File: src/rtl/matmul_host_ctrl.sv
// Host-side controller for a matrix-multiply accelerator: loads A/B rows into
// accelerator memory, runs it, then streams C rows back out through a small FIFO.
module matmul_host_ctrl #(
    parameter int DWIDTH       = 16,
    parameter int AWIDTH       = 7,
    parameter int MAT_MUL_SIZE = 16,
    parameter int NUM_ROWS     = 16,
    parameter int RD_LAT       = 3,
    parameter int FIFO_DEPTH   = 4
) (
    input  logic                             clk,
    input  logic                             reset,
    input  logic                             go,
    output logic                             busy,
    output logic                             job_done,
    input  logic                             s_valid,
    output logic                             s_ready,
    input  logic [MAT_MUL_SIZE*DWIDTH-1:0]   s_data,
    output logic                             m_valid,
    input  logic                             m_ready,
    output logic [MAT_MUL_SIZE*DWIDTH-1:0]   m_data,
    output logic                             enable_writing_to_mem,
    output logic                             enable_reading_from_mem,
    output logic [AWIDTH-1:0]                addr_pi,
    output logic [MAT_MUL_SIZE*DWIDTH-1:0]   data_pi,
    output logic                             we_a,
    output logic                             we_b,
    output logic                             we_c,
    output logic                             start_mat_mul,
    input  logic                             done_mat_mul,
    input  logic [MAT_MUL_SIZE*DWIDTH-1:0]   data_from_out_mat
);
    localparam int RW = MAT_MUL_SIZE * DWIDTH;
    localparam int PW = (FIFO_DEPTH > 1) ? $clog2(FIFO_DEPTH) : 1;
    localparam int CW = $clog2(FIFO_DEPTH + 1);
    localparam logic [AWIDTH-1:0] LAST_ROW  = AWIDTH'(NUM_ROWS - 1);
    localparam logic [AWIDTH-1:0] ALL_ROWS  = AWIDTH'(NUM_ROWS);
    localparam logic [PW-1:0]     LAST_SLOT = PW'(FIFO_DEPTH - 1);

    typedef enum logic [2:0] {IDLE, LOAD_A, LOAD_B, FLUSH, RUN, READ, FINISH} state_t;
    state_t state, state_nxt;

    logic [AWIDTH-1:0] row_idx;
    logic [AWIDTH-1:0] rd_addr;
    logic              flush_cnt;
    logic [1:0]        wp_vld;
    logic [1:0]        wp_b;
    logic [RW-1:0]     wp_data [2];
    logic [RD_LAT-1:0] rd_pipe;
    logic [RW-1:0]     fifo_mem [FIFO_DEPTH];
    logic [PW-1:0]     wr_ptr, rd_ptr;
    logic [CW-1:0]     fifo_cnt;
    logic              load_hs, rd_issue, rd_capture, fifo_pop;

    function automatic logic [PW-1:0] ptr_inc(input logic [PW-1:0] p);
        return (p == LAST_SLOT) ? '0 : p + 1'b1;
    endfunction

    // Issue gating counts in-flight reads so a capture always has a free slot.
    always_comb begin
        load_hs  = 1'b0;
        rd_issue = 1'b0;
        if ((state == LOAD_A || state == LOAD_B) && s_valid)
            load_hs = 1'b1;
        if (state == READ && rd_addr != ALL_ROWS &&
            (int'(fifo_cnt) + $countones(rd_pipe)) < FIFO_DEPTH)
            rd_issue = 1'b1;
    end

    assign rd_capture = rd_pipe[RD_LAT-1];
    assign fifo_pop   = (fifo_cnt != '0) && m_ready;

    always_ff @(posedge clk) begin
        if (reset) state <= IDLE;
        else       state <= state_nxt;
    end

    always_comb begin
        state_nxt = state;
        case (state)
            IDLE:    if (go) state_nxt = LOAD_A;
            LOAD_A:  if (load_hs && row_idx == LAST_ROW) state_nxt = LOAD_B;
            LOAD_B:  if (load_hs && row_idx == LAST_ROW) state_nxt = FLUSH;
            FLUSH:   if (flush_cnt) state_nxt = RUN;
            RUN:     if (done_mat_mul) state_nxt = READ;
            READ:    if (rd_addr == ALL_ROWS && rd_pipe == '0 && fifo_cnt == '0)
                         state_nxt = FINISH;
            FINISH:  state_nxt = IDLE;
            default: state_nxt = IDLE;
        endcase
    end

    always_comb begin
        busy                    = (state != IDLE) && (state != FINISH);
        job_done                = (state == FINISH);
        s_ready                 = 1'b0;
        enable_writing_to_mem   = 1'b0;
        enable_reading_from_mem = 1'b0;
        start_mat_mul           = 1'b0;
        we_c                    = 1'b0;
        addr_pi                 = '0;
        case (state)
            LOAD_A, LOAD_B: begin
                s_ready               = 1'b1;
                enable_writing_to_mem = 1'b1;
                if (load_hs) addr_pi = row_idx;
            end
            FLUSH: enable_writing_to_mem = 1'b1;
            RUN: begin
                start_mat_mul = 1'b1;
                we_c          = 1'b1;
            end
            READ: begin
                enable_reading_from_mem = 1'b1;
                if (rd_issue) addr_pi = rd_addr;
            end
            default: ;
        endcase
        we_a    = wp_vld[1] & ~wp_b[1];
        we_b    = wp_vld[1] &  wp_b[1];
        data_pi = wp_vld[1] ? wp_data[1] : '0;
        m_valid = (fifo_cnt != '0);
        m_data  = m_valid ? fifo_mem[rd_ptr] : '0;
    end

    always_ff @(posedge clk) begin
        if (reset) begin
            row_idx   <= '0;
            rd_addr   <= '0;
            flush_cnt <= 1'b0;
            wp_vld    <= '0;
            wp_b      <= '0;
            rd_pipe   <= '0;
            wr_ptr    <= '0;
            rd_ptr    <= '0;
            fifo_cnt  <= '0;
        end else begin
            if (load_hs) row_idx <= (row_idx == LAST_ROW) ? '0 : row_idx + 1'b1;
            flush_cnt <= (state == FLUSH) ? ~flush_cnt : 1'b0;
            wp_vld    <= {wp_vld[0], load_hs};
            wp_b      <= {wp_b[0], state == LOAD_B};
            if (rd_issue)           rd_addr <= rd_addr + 1'b1;
            else if (state != READ) rd_addr <= '0;
            rd_pipe <= (rd_pipe << 1) | RD_LAT'(rd_issue);
            if (rd_capture) wr_ptr <= ptr_inc(wr_ptr);
            if (fifo_pop)   rd_ptr <= ptr_inc(rd_ptr);
            case ({rd_capture, fifo_pop})
                2'b10:   fifo_cnt <= fifo_cnt + 1'b1;
                2'b01:   fifo_cnt <= fifo_cnt - 1'b1;
                default: ;
            endcase
        end
    end

    always_ff @(posedge clk) begin
        wp_data[0] <= s_data;
        wp_data[1] <= wp_data[0];
        if (rd_capture) fifo_mem[wr_ptr] <= data_from_out_mat;
    end
endmodule

File: config.mk
export PLATFORM = sky130hd
export DESIGN_NAME = matmul_host_ctrl
export DESIGN_NICKNAME = d
export VERILOG_FILES = /design/src/rtl/matmul_host_ctrl.sv
export SDC_FILE = /design/constraint.sdc
export NUM_CORES = 1
export LEC_CHECK = 0
export CAP_MARGIN = 20
export CORE_AREA = 4 4 403 405
export CTS_CLUSTER_SIZE = 10
export DETAILED_ROUTE_END_ITERATION = 7
export DIE_AREA = 0 0 407 409
export DONT_BUFFER_PORTS = 1
export GPL_ROUTABILITY_DRIVEN = 0
export SLEW_MARGIN = 20
export SYNTH_ARGS = -nofsm -noshare
export SYNTH_HDL_FRONTEND = slang
export SYNTH_SLANG_ARGS = --single-unit
File: constraint.sdc
create_clock -name clk -period 7.7 [get_ports clk]
set_clock_uncertainty 0.2 [all_clocks]
set_input_delay 1.925 -clock clk [delete_from_list [all_inputs] [get_ports clk]]
set_output_delay 1.925 -clock clk [all_outputs]
set_load 0.05 [all_outputs]
==> summary.md <==
| Metric | Value |
|---|---|
| Status | completed |
| Die Width | around 410 um |
| F_max | ~180 MHz |
| Pint | about 14 mW |
| Register-to-Register Path Depth | 4 |
| CP bufs+invs | 0 |
| Final hold vios | 0 |
| Total Routed Length | around 140000 um |
| Share of post-route cells with drive strength above 1 | 0.181 |
| Clock share of power | 0.441 |
| Starting Density | 0.329 |
| Max-Cap Viols | 0 |
| Die height | between 400 and 500 um |
| CTS Sinks | roughly 1600 |
| DR vias | between 20000 and 25000 |
| Slew Limit Headroom | 0.269 |
| Tightest Pin Transition | 1.10 ns |
| Number of unique standard cell types used by synthesis | 43 |
| Global-route usage over all layers | 0.165 |
| Power Density | 289 nW/um^2 |
| Flop pwr share | 0.530 |
| Worst-skew pair later-pin latency | a little under 0.8 ns |
| Fill cells | 14398 |
| CTS root buffer | clkbuf_16 |
| TNS Setup | 0 ns |
| Vias per cell | about 4.8 |
| Synth area leader | edfxtp_1 |
| Setup violations, final | 0 |
| Io pins | 1047 |
| CTS Buf Count | 180 |
| R2R Setup Slk | 4.66 ns |
| Iteration-0 DRC Markers | around 1500 |
| Synth area leaders | edfxtp_1, dfxtp_1, mux4_2 |
| Area grow syn2layout | 15.2% |
| Resize count post-CTS | 0 |
| Net Sw Frac | 0.213 |
| Drt drc | 0 |
| Total grt overflow | 0 |
| #FFs+latches synth | 1570 |
| Slowest cell on crit path | a22o_1 |
| Mean area per synthesized cell | approximately 20 sq um |
| First-pass GRT wire length | between 150000 and 200000 um |
| Placeable Area | 158000 sq um |
| Postcts setup bufs | 0 |
| Die area | 166000 sq um |
| TritonCTS clock tree | done |
| Sequential-to-total area share from yosys stat | 0.799 |
| Hold crit path type | flip-flop to flip-flop |
| Post-synthesis net count | about 3100 |
| Synthesized cell area | 52100 sq um |
| Vias in the first global route | around 24000 |
| WP data arrival | approximately 3.5 ns |
| Count leader, synth | edfxtp_1 |
| Reg2reg end | fifo_mem[1][108] |
| CP endpoint kind | output port |
| Setup Crit Path Kind | flip-flop to output port |
| Worst Setup EP | addr_pi[3] |
| Post-synth EDFFs | ~1000 |
| Leak | roughly 20 nW |
| Combinational cell fraction of total power | 0.030 |
| Fin worst setup slack | a little over 2 ns |
| Critical-path cell list | fa_1, ha_1, a311oi_1, o21a_1, and2_1, a22o_1 |
| Peak fanout along the critical path | 9 |
| Row cnt | approximately 150 |
| Max-slew violation count | 0 |
| WP data required | 5.58 ns |
| CTS H-tree lvls | 4 |
| Peak supply drop | roughly 0.25 mV |
| Longest Clk Path Bufs | 3 |
| Tmin final | roughly 5.7 ns |
| Slowest stage delay, CP | between 0.6 and 0.7 ns |
| Initial antenna violation count | around 120 |
| Synth Instances | roughly 2600 |
| Startpoint types | flip-flop |
| Input/output buffers | 0 |
| DRT antenna net count | 0 |
| WL/cell | approximately 29 um |
| CTS Hold Bufs | 0 |
| Cell family with most CP delay | compound AO/OA/AOI/OAI gates |
| DRT Pass-1 Iters | 5 |
| Switching Power | approximately 3.7 mW |
| Commonest cells in the netlist | edfxtp_1, dfxtp_1, and2_1 |
| Stages on worst setup path | 6 |
| Worst r2r src | wr_ptr[0] |
| Period utilization | 0.736 |
| Fin nets | ~3200 |
| YS warnings | 0 |
| RSZ-0062 raised after global routing | false |
| Largest net degree at the start of global routing | approximately 170 |
| HPWL after DPL | between 90000 and 100000 um |
| Area share of the largest cell type after synthesis | 0.590 |
| Most used DFF post-synth | edfxtp_1 |
| Pre-CTS worst setup slack | between 2 and 2.5 ns |
| Fraction of registers with async set/reset | 0 |
| Critical Path Start | rd_pipe[0] |
| Clk slew on worst S/H paths | about 0.05 ns |
[cells by family (layout without fill, tap and decap cells)]
| kind of cell | after synthesis | count (layout) | share of synthesized area |
|---|---|---|---|
| AOI/OAI and AO/OA | 24 | 24 | 0.00353 |
| other | 0 | 53 | 0 |
| xor gates and xnor gates | 15 | 15 | 0.00252 |
| buffers and inverters | 135 | 327 | 0.0105 |
| and+or+nand+nor | 592 | 592 | 0.0697 |
| adders and majority gates | 13 | 13 | 0.00341 |
| muxes | 258 | 258 | 0.111 |
| DFF | 1570 | 1570 | 0.799 |
[worst register-to-register path, stage by stage, from the launching register on]
cell and delay [ns]:
dfxtp_1 0.40, ha_1 0.17, and2_4 0.63, buf_4 0.59
buf_4 0.62
[per-layer routing]
metal,GRT usage,vias up,part of all wire
met5,0,-,0.00059
met4,0.0748,12,0.045
met3,0.0837,352,0.12
met2,0.287,1104,0.51
met1,0.163,12110,0.33
li1,-,9991,-
[worst min path at each step]
stage	start	endpoint	slack, ns	cells after the start
after floorplan	wp_data[0][0]	wp_data[0][256]	0.11	0
after global placement	wp_data[0][2]	wp_data[0][258]	0.11	0
after detailed placement	wp_data[0][44]	wp_data[0][300]	0.11	0
after CTS	wp_data[0][156]	wp_data[0][412]	0.11	0
after global routing	wp_data[0][77]	wp_data[0][333]	0.12	0
final	wp_data[0][156]	wp_data[0][412]	0.12	0
[through the flow]
step | hold WS [ns] | power, mW | instances | area [sq um] | utilization
floorplan | 0.110 | 9.78 | 2607 | 52100 | -
global placement | 0.110 | 9.88 | 4590 | 54700 | 0.345
detailed placement | 0.112 | 9.88 | 4590 | 54700 | 0.345
CTS | 0.111 | 17.6 | 4871 | 59900 | 0.378
global route | 0.123 | 18.0 | 4897 | 60000 | 0.379
finish | 0.117 | 17.4 | 4924 | 60000 | 0.379
[state kept, by name, indices dropped and copies added, names as in the netlist, 3 cells and up, named ones only]
signal / count
rd_addr: 7
fifo_mem: 1024
state: 3
row_idx: 7
wp_data: 512
rd_pipe: 3
fifo_cnt: 3
[area by class of cell]
cell class | count | area (sq um) | share of cell area
flip-flops and latches | 1570 | 41700 | 0.694
repair buffers | 32 | 407 | 0.00677
multi-input cells | 902 | 9930 | 0.165
clock buffers | 257 | 4830 | 0.0805
clock inverters | 24 | 399 | 0.00665
inverters | 14 | 57.6 | 0.000959
well taps | 2072 | 2590 | 0.0432
diodes | 53 | 133 | 0.00221
[cell usage in the layout, fill, tap and decap left out, drive strengths merged, types with 12 or more instances in the layout]
cell type,netlist,routed
dfxtp,546,546
buf,39,32
xor2,12,12
nor2,27,27
diode,0,53
inv,14,19
clkbuf,82,257
edfxtp,1024,1024
mux4,256,256
and2,518,518
clkinv,0,14
[power by group through the flow]
stage | clock network [mW] | registers (mW) | logic [mW]
after detailed placement | 0 | 9.36 | 0.515
final | 7.65 | 9.19 | 0.514
after global placement | 0 | 9.36 | 0.516
after floorplan | 0 | 9.32 | 0.466
after CTS | 7.88 | 9.19 | 0.516
after global routing | 8.25 | 9.20 | 0.538
No activity file was read; power rests on OpenSTA's default activity.
